`src/rtl/regfile.sv`:
```
// rtl/regfile.sv - 32x32 register file, two combinational read ports, optional WB->ID bypass under REGFILE_BYPASS_EN
module regfile #(
    parameter int DW = 32,
    parameter int AW = 5
) (
    input  logic          clk,
    input  logic          rst,
    input  logic          we,
    input  logic [AW-1:0] waddr,
    input  logic [DW-1:0] wdata,
    input  logic          re1,
    input  logic [AW-1:0] raddr1,
    output logic [DW-1:0] rdata1,
    input  logic          re2,
    input  logic [AW-1:0] raddr2,
    output logic [DW-1:0] rdata2
);

    localparam int DEPTH = 2 ** AW;

    // Register 0 has no storage; index range starts at 1.
    logic [DW-1:0] regs_q [1:DEPTH-1];
    logic [DW-1:0] regs_d [1:DEPTH-1];

    logic hit1;
    logic hit2;

`ifdef REGFILE_BYPASS_EN
    // Same-cycle WB->ID forwarding; zero-address and reset cases are masked in the read muxes.
    assign hit1 = we && (waddr == raddr1);
    assign hit2 = we && (waddr == raddr2);
`else
    // Without bypass, a read in the write cycle sees the old stored value.
    assign hit1 = 1'b0;
    assign hit2 = 1'b0;
`endif

    // Next-state of storage: commit wdata to the addressed register, never to register 0.
    always_comb begin
        for (int i = 1; i < DEPTH; i++) begin
            regs_d[i] = regs_q[i];
        end
        if (we) begin
            for (int i = 1; i < DEPTH; i++) begin
                if (waddr == AW'(i)) begin
                    regs_d[i] = wdata;
                end
            end
        end
    end

    // Storage registers: synchronous clear on reset, which also suppresses the write.
    always_ff @(posedge clk) begin
        if (rst) begin
            for (int i = 1; i < DEPTH; i++) begin
                regs_q[i] <= '0;
            end
        end else begin
            for (int i = 1; i < DEPTH; i++) begin
                regs_q[i] <= regs_d[i];
            end
        end
    end

    // Read port 1: reset, enable and zero address force 0; then bypass; then storage.
    always_comb begin
        rdata1 = '0;
        if (!rst && re1 && (raddr1 != '0)) begin
            if (hit1) begin
                rdata1 = wdata;
            end else begin
                for (int i = 1; i < DEPTH; i++) begin
                    if (raddr1 == AW'(i)) begin
                        rdata1 = regs_q[i];
                    end
                end
            end
        end
    end

    // Read port 2: same priority as port 1, fully independent of it.
    always_comb begin
        rdata2 = '0;
        if (!rst && re2 && (raddr2 != '0)) begin
            if (hit2) begin
                rdata2 = wdata;
            end else begin
                for (int i = 1; i < DEPTH; i++) begin
                    if (raddr2 == AW'(i)) begin
                        rdata2 = regs_q[i];
                    end
                end
            end
        end
    end

endmodule

```
`config.mk`:
```
export PLATFORM = sky130hd
export DESIGN_NAME = regfile
export DESIGN_NICKNAME = d
export VERILOG_FILES = /design/src/rtl/regfile.sv
export SDC_FILE = /design/constraint.sdc
export NUM_CORES = 2
export LEC_CHECK = 0
export ABC_AREA = 1
export BUFFER_PORTS_ARGS = -buffer_cell sky130_fd_sc_hd__buf_2
export CAP_MARGIN = 20
export CORE_UTILIZATION = 25
export DETAILED_ROUTE_END_ITERATION = 8
export HOLD_SLACK_MARGIN = 0.08
export PLACE_DENSITY = 0.47
export RECOVER_POWER = 25
export SLEW_MARGIN = 15
export SYNTH_ARGS = -nofsm -noshare
export SYNTH_HDL_FRONTEND = slang
export SYNTH_SLANG_ARGS = --single-unit
```
`constraint.sdc`:
```
create_clock -name clk -period 4 [get_ports clk]
set_input_delay 1 -clock clk [delete_from_list [all_inputs] [get_ports clk]]
set_output_delay 1 -clock clk [all_outputs]
set_load 0.01 [all_outputs]
```
# Word-level counts from Yosys, hierarchy flattened

Memories as Yosys holds them, arrays and structs flattened.
Cells that the tools add are included.

Input port bits: 52
Register bits after elaboration: 0
Logic and storage cells: 262
Bits in writable memories: 992
Memories: 1
Output and inout port bits: 64

Memories:

| memory | words | width | read ports | clocked after memory_dff | write ports | line | RTL |
|---|---|---|---|---|---|---|---|
| regs_q | 31    | 32    | 31         | 0                        | 31          | 22   | `logic [DW-1:0] regs_q [1:DEPTH-1];` |

Equality and inequality tests: 93
Multiplexer cells: 130
Bitwise operators: 31
Reduce and logical (&&, ||, !) cells: 7

Operator list:

| operator           | count |
|---|---|
| $mux 32            | 126 |
| $mux 992           | 1 |
| $eq 5x5->1 const B | 48 |
| $eq 5x4->1 const B | 24 |
| $eq 5x3->1 const B | 12 |
| $or 1x1->1         | 31 |
| $eq 5x2->1 const B | 6 |
| $eq 5x1->1 const B | 3 |
| $reduce_bool 5->1  | 2 |
| $logic_and 1x1->1  | 4 |
| $mux 1             | 3 |
| $logic_not 1->1    | 1 |

# Longest topological paths before layout

Word-level depth: 33
Mapped depth: 25
Mapped depth without buffers: 24

# Worst setup path after synthesis

Ideal clock, no wire load.

Kind: input to output
Start point: in raddr1[0]
End point: out rdata1[16]
Stages on the path: 21
Arrival time: 2.824 ns
Slack: 0.176 ns
Buffers on the path: 2
Data required time: 3.000 ns
Path through: buf_4 > nor2_2 > nand3_2 > inv_2 > buf_2 > nand2_1 > nand4_1 > nand2_1 > nand4_1 > nor2_1 > nand4_1 > nor2_1 > nand4_1 > nand2_1 > nand3_1 > nand2_1 > nand3_1 > nand2_1 > nand4_1 > nand2_1 > a21oi_1

Longest elaborated chain between the ends: 33
Elaborated cells between the ends (all ways): 65
Those cells by class: eq/ne (31); mux (32); reduce/logical (2)

Ends and longest elaborated chain:

| element               | line | RTL |
|---|---|---|
| from (decl)           | 12   | `input logic [AW-1:0] raddr1,` |
| $eq 5x1->1            | 73   | `if (raddr1 == AW'(i)) begin` |
| $mux 32 (31 in a row) | 73   |  |
| $mux 32 *             | 68   | `if (!rst && re1 && (raddr1 != '0)) begin` |
| to (decl)             | 13   | `output logic [DW-1:0] rdata1,` |

Every way passes the cells marked *; elsewhere a longest branch is shown, timed or not.

# Worst setup path after layout

Start point: in raddr2[3]
End point: out rdata2[15]

Longest elaborated chain between the ends: 33
Elaborated cells between the ends (all ways): 65
Those cells by class: eq/ne (31); mux (32); reduce/logical (2)

Ends and longest elaborated chain:

| element               | line | RTL |
|---|---|---|
| from (decl)           | 15   | `input logic [AW-1:0] raddr2,` |
| $eq 5x1->1            | 89   | `if (raddr2 == AW'(i)) begin` |
| $mux 32 (31 in a row) | 89   |  |
| $mux 32 *             | 84   | `if (!rst && re2 && (raddr2 != '0)) begin` |
| to (decl)             | 16   | `output logic [DW-1:0] rdata2` |

Marks and branches as above.

==> impl_results.md <==
- H-tree level count: 3
- WS Path Type: in2out
- Starting Density: 25.2%
- DRC viols: 0
- FF+latch count, synth: 992
- Clock root cell: clkbuf_16
- Post-Syn Area per Cell: 6.35 sq um
- Yosys warning count: 0
- Filler cell count: 22200
- CTS tree: done
- DR WL met2: 117000 um
- Endpoints failing hold: 0
- Overall Global Routing Usage: 23.5%
- Syn_nets: 8209
- Seq/Total Area, Yosys: 38.3%
- Slew Limit Headroom: -46.8%
- First-pass GRT wire length: 373000 um
- Worst Hold End: regs_q[1][493]
- Initial antenna violation count: 6
- I/O pins: 116
- Total Wirelength: 256000 um
- Die Ht: 457 um
- DP Area: 59400 sq um
- Nets: 8458
- HPWL Detailed: 181000 um
- Largest net degree at the start of global routing: 200
- Most flop-heavy register: regs_q
- Worst Hold Depth: 2
- Final Cell Area: 66100 sq um
- Met1 Wirelength: 112000 um
- Synth cell types: 27
- Iter 0 DRT Violations: 6117
- Placeable Area: 205000 sq um
- Worst R2R End: regs_q[0][65]
- Origin of the critical flop-to-flop path: regs_q[0][65]
- Worst-path fanout max: 8
- Antenna viol nets, final: 0
- Synthesized instance count: 8157
- Setup Skew: 0 ns
- Final period utilization: 130%
- Lkg Pwr: 0.0236 uW
- Status: complete, but fails checks
- Vias in the first global route: 54200
- Worst-Skew Late Latency: 0.77 ns
- Met3 wire length: 16600 um
- Worst EP required: 3.00 ns
- Gp weighted congestion: 0.918
- Max IR drop VDD: 0.337 mV
- Area added between synthesis and finish: 27.6%
- Post-Synthesis Cell Area: 51800 sq um
- Design Power: 23300 uW
- Fin worst setup slack: -1.22 ns
- Pwr/cell area: 353 nW/um^2
- RSZ-0062 raised after global routing: true
- Critical Path Start Type: primary input
- Reg clk slew, reported paths: 0.05 ns
- HP Class: reg2reg
- Num CTS Buffers: 115
- Cts-stage hold buffer count: 0
- Largest regs: regs_q (992)
- Vias per cell: 5.20
- Crit path time final: 5.22 ns
- Crit end category: output port
- DR WL/cell: 22.8 um
- Grt total ovfl: 0
- TritonRoute pass-1 iters: 6
- MaxCap Viol Count: 5
- Buffers on Ports: 115
- Tightest Pin Transition: 2.20 ns
- Share of cells above drive strength 1: 18.3%
- Worst Hold Launch: regs_q[1][493]
- Count of final setup violators: 232
- Row count: 166
- Fmax: 192 MHz
- Failing checks: max-capacitance violations, max-slew violations, negative setup slack
- Reg2reg path depth: 3
- Num Clock Sinks: 992
- Flip-flop count of the largest register after layout: 992
- Top routing layer in use: met5
- Die area: 209000 sq um
- Reg2reg setup slack: 3.13 ns
- Maximum root-to-sink buffer count: 3
- Max-slew violations: 559
- Via count: 58200
- CP Data Arrival Time: 4.22 ns
- Die X: 457 um
[power breakdown]
part	internal [uW]	switching (uW)
sequential	9980	60.0
combinational	584	1580
clock	6370	4740
[synth_stat cells]
cell	n	share of area, %
nand3_1	395	3.8
nand4_1	591	7.1
nand3b_1	1	0.015
inv_1	664	4.8
a211oi_1	437	6.3
nor2_4	4	0.087
buf_6	3	0.065
nor3_1	4	0.039
buf_1	37	0.27
o21ai_1	1	0.0097
buf_4	7	0.10
dfxtp_1	992	38
nor3_2	1	0.019
nand3_2	2	0.039
o2111ai_1	9	0.15
clkbuf_1	567	4.1
clkinv_1	5	0.036
nand2_1	2313	17
or2_2	25	0.30
nor2_1	1144	8.3
nand2_2	2	0.024
o21ai_0	184	1.8
nand2_4	1	0.022
a21oi_1	675	6.5
inv_2	13	0.094
buf_2	68	0.66
nor2_2	12	0.14
[timing repair]
item,4_1_cts,5_1_grt
resized for setup,496,250
pin swaps,241,389
endpoints found under the setup margin,64,64
setup buffers,35,26
cloned,2,2
[worst max-delay path, cell delays in order]
cell and delay [ns]:
buf_12 0.11, nor2_4 0.07, buf_6 0.15, buf_4 0.17, nand4_1 0.12, nand3_4 0.10
nor2_4 0.12, nand4_1 0.16, nand2_1 0.15, nand4_1 0.14, nand2_1 0.13, nand3b_1 0.10
nand2_1 0.11, nand3_2 0.10, nand2_2 0.10, nand4_1 0.21, nand2_1 0.16, nand4_1 0.19
nor2_1 0.17, buf_4 0.14, nand4_1 0.13, nor2_2 0.15, nor2_1 0.05, buf_4 0.15
[cell type report]
| type | instances | area [sq um] | share of cell area (%) |
|---|---|---|---|
| multi-input cells | 5801 | 28600 | 43.2 |
| flip-flops and latches | 992 | 19900 | 30.0 |
| repair buffers | 814 | 7750 | 11.7 |
| clock buffers | 174 | 3440 | 5.21 |
| well taps | 2688 | 3360 | 5.09 |
| inverters | 682 | 2650 | 4.01 |
| clock inverters | 40 | 462 | 0.698 |
| diodes | 4 | 10.0 | 0.0151 |
[logic make-up (layout without fill, tap and decap cells)]
kind of cell | after synthesis | after routing | share of synthesized area [%]
AOI/OAI and AO/OA | 1306 | 1306 | 14.8
buffers and inverters | 1364 | 1710 | 10.1
DFF | 992 | 992 | 38.3
other | 0 | 4 | 0
and+or+nand+nor | 4495 | 4495 | 36.7
[cell usage in the layout (no fill, tap or decap), drive strengths merged]
| cell | instances |
|---|---|
| nand2 | 2316 |
| dfxtp | 992 |
| inv | 673 |
| clkbuf | 190 |
| a211oi | 437 |
| nand3 | 397 |
| o21ai | 185 |
| clkinv | 40 |
| or2 | 25 |
| o2111ai | 9 |
| diode | 4 |
| a21oi | 675 |
| nor2 | 1160 |
| nand3b | 1 |
| buf | 798 |
| nor3 | 5 |
| bufinv | 7 |
| nand4 | 591 |
| clkinvlp | 2 |
[metrics by stage]
step | instances | setup slack (ns) | TNS [ns] | utilization (%) | hold slack [ns]
2_1_floorplan | 8157 | 0.176 | 0 | - | 0.448
3_3_place_gp | 10900 | -1.70 | -88.79 | 28.9 | 0.457
3_5_place_dp | 10900 | -1.72 | -88.78 | 28.9 | 0.463
4_1_cts | 11200 | -1.26 | -65.74 | 31.7 | 0.472
5_1_grt | 11200 | -1.30 | -147.27 | 32.2 | 0.489
6_report | 11200 | -1.22 | -126.13 | 32.2 | 0.470
[worst max-delay path by stage]
stage / slack [ns] / from / endpoint / cells past startpoint
after floorplan: 0.18 / raddr1[0] / rdata1[16] / 21
after detailed placement: -1.72 / raddr1[4] / rdata1[15] / 24
after global routing: -1.30 / raddr2[1] / rdata2[12] / 25
final: -1.22 / raddr2[3] / rdata2[15] / 24
after global placement: -1.70 / raddr1[4] / rdata1[15] / 24
after CTS: -1.26 / raddr1[0] / rdata1[17] / 23
[per-layer routing]
layer	up-vias	GRT usage, %
met2	2333	38.0
met5	-	0
met4	2	9.36
met1	28100	31.6
met3	436	2.76
li1	27300	-
No activity file was read; power rests on OpenSTA's default activity.
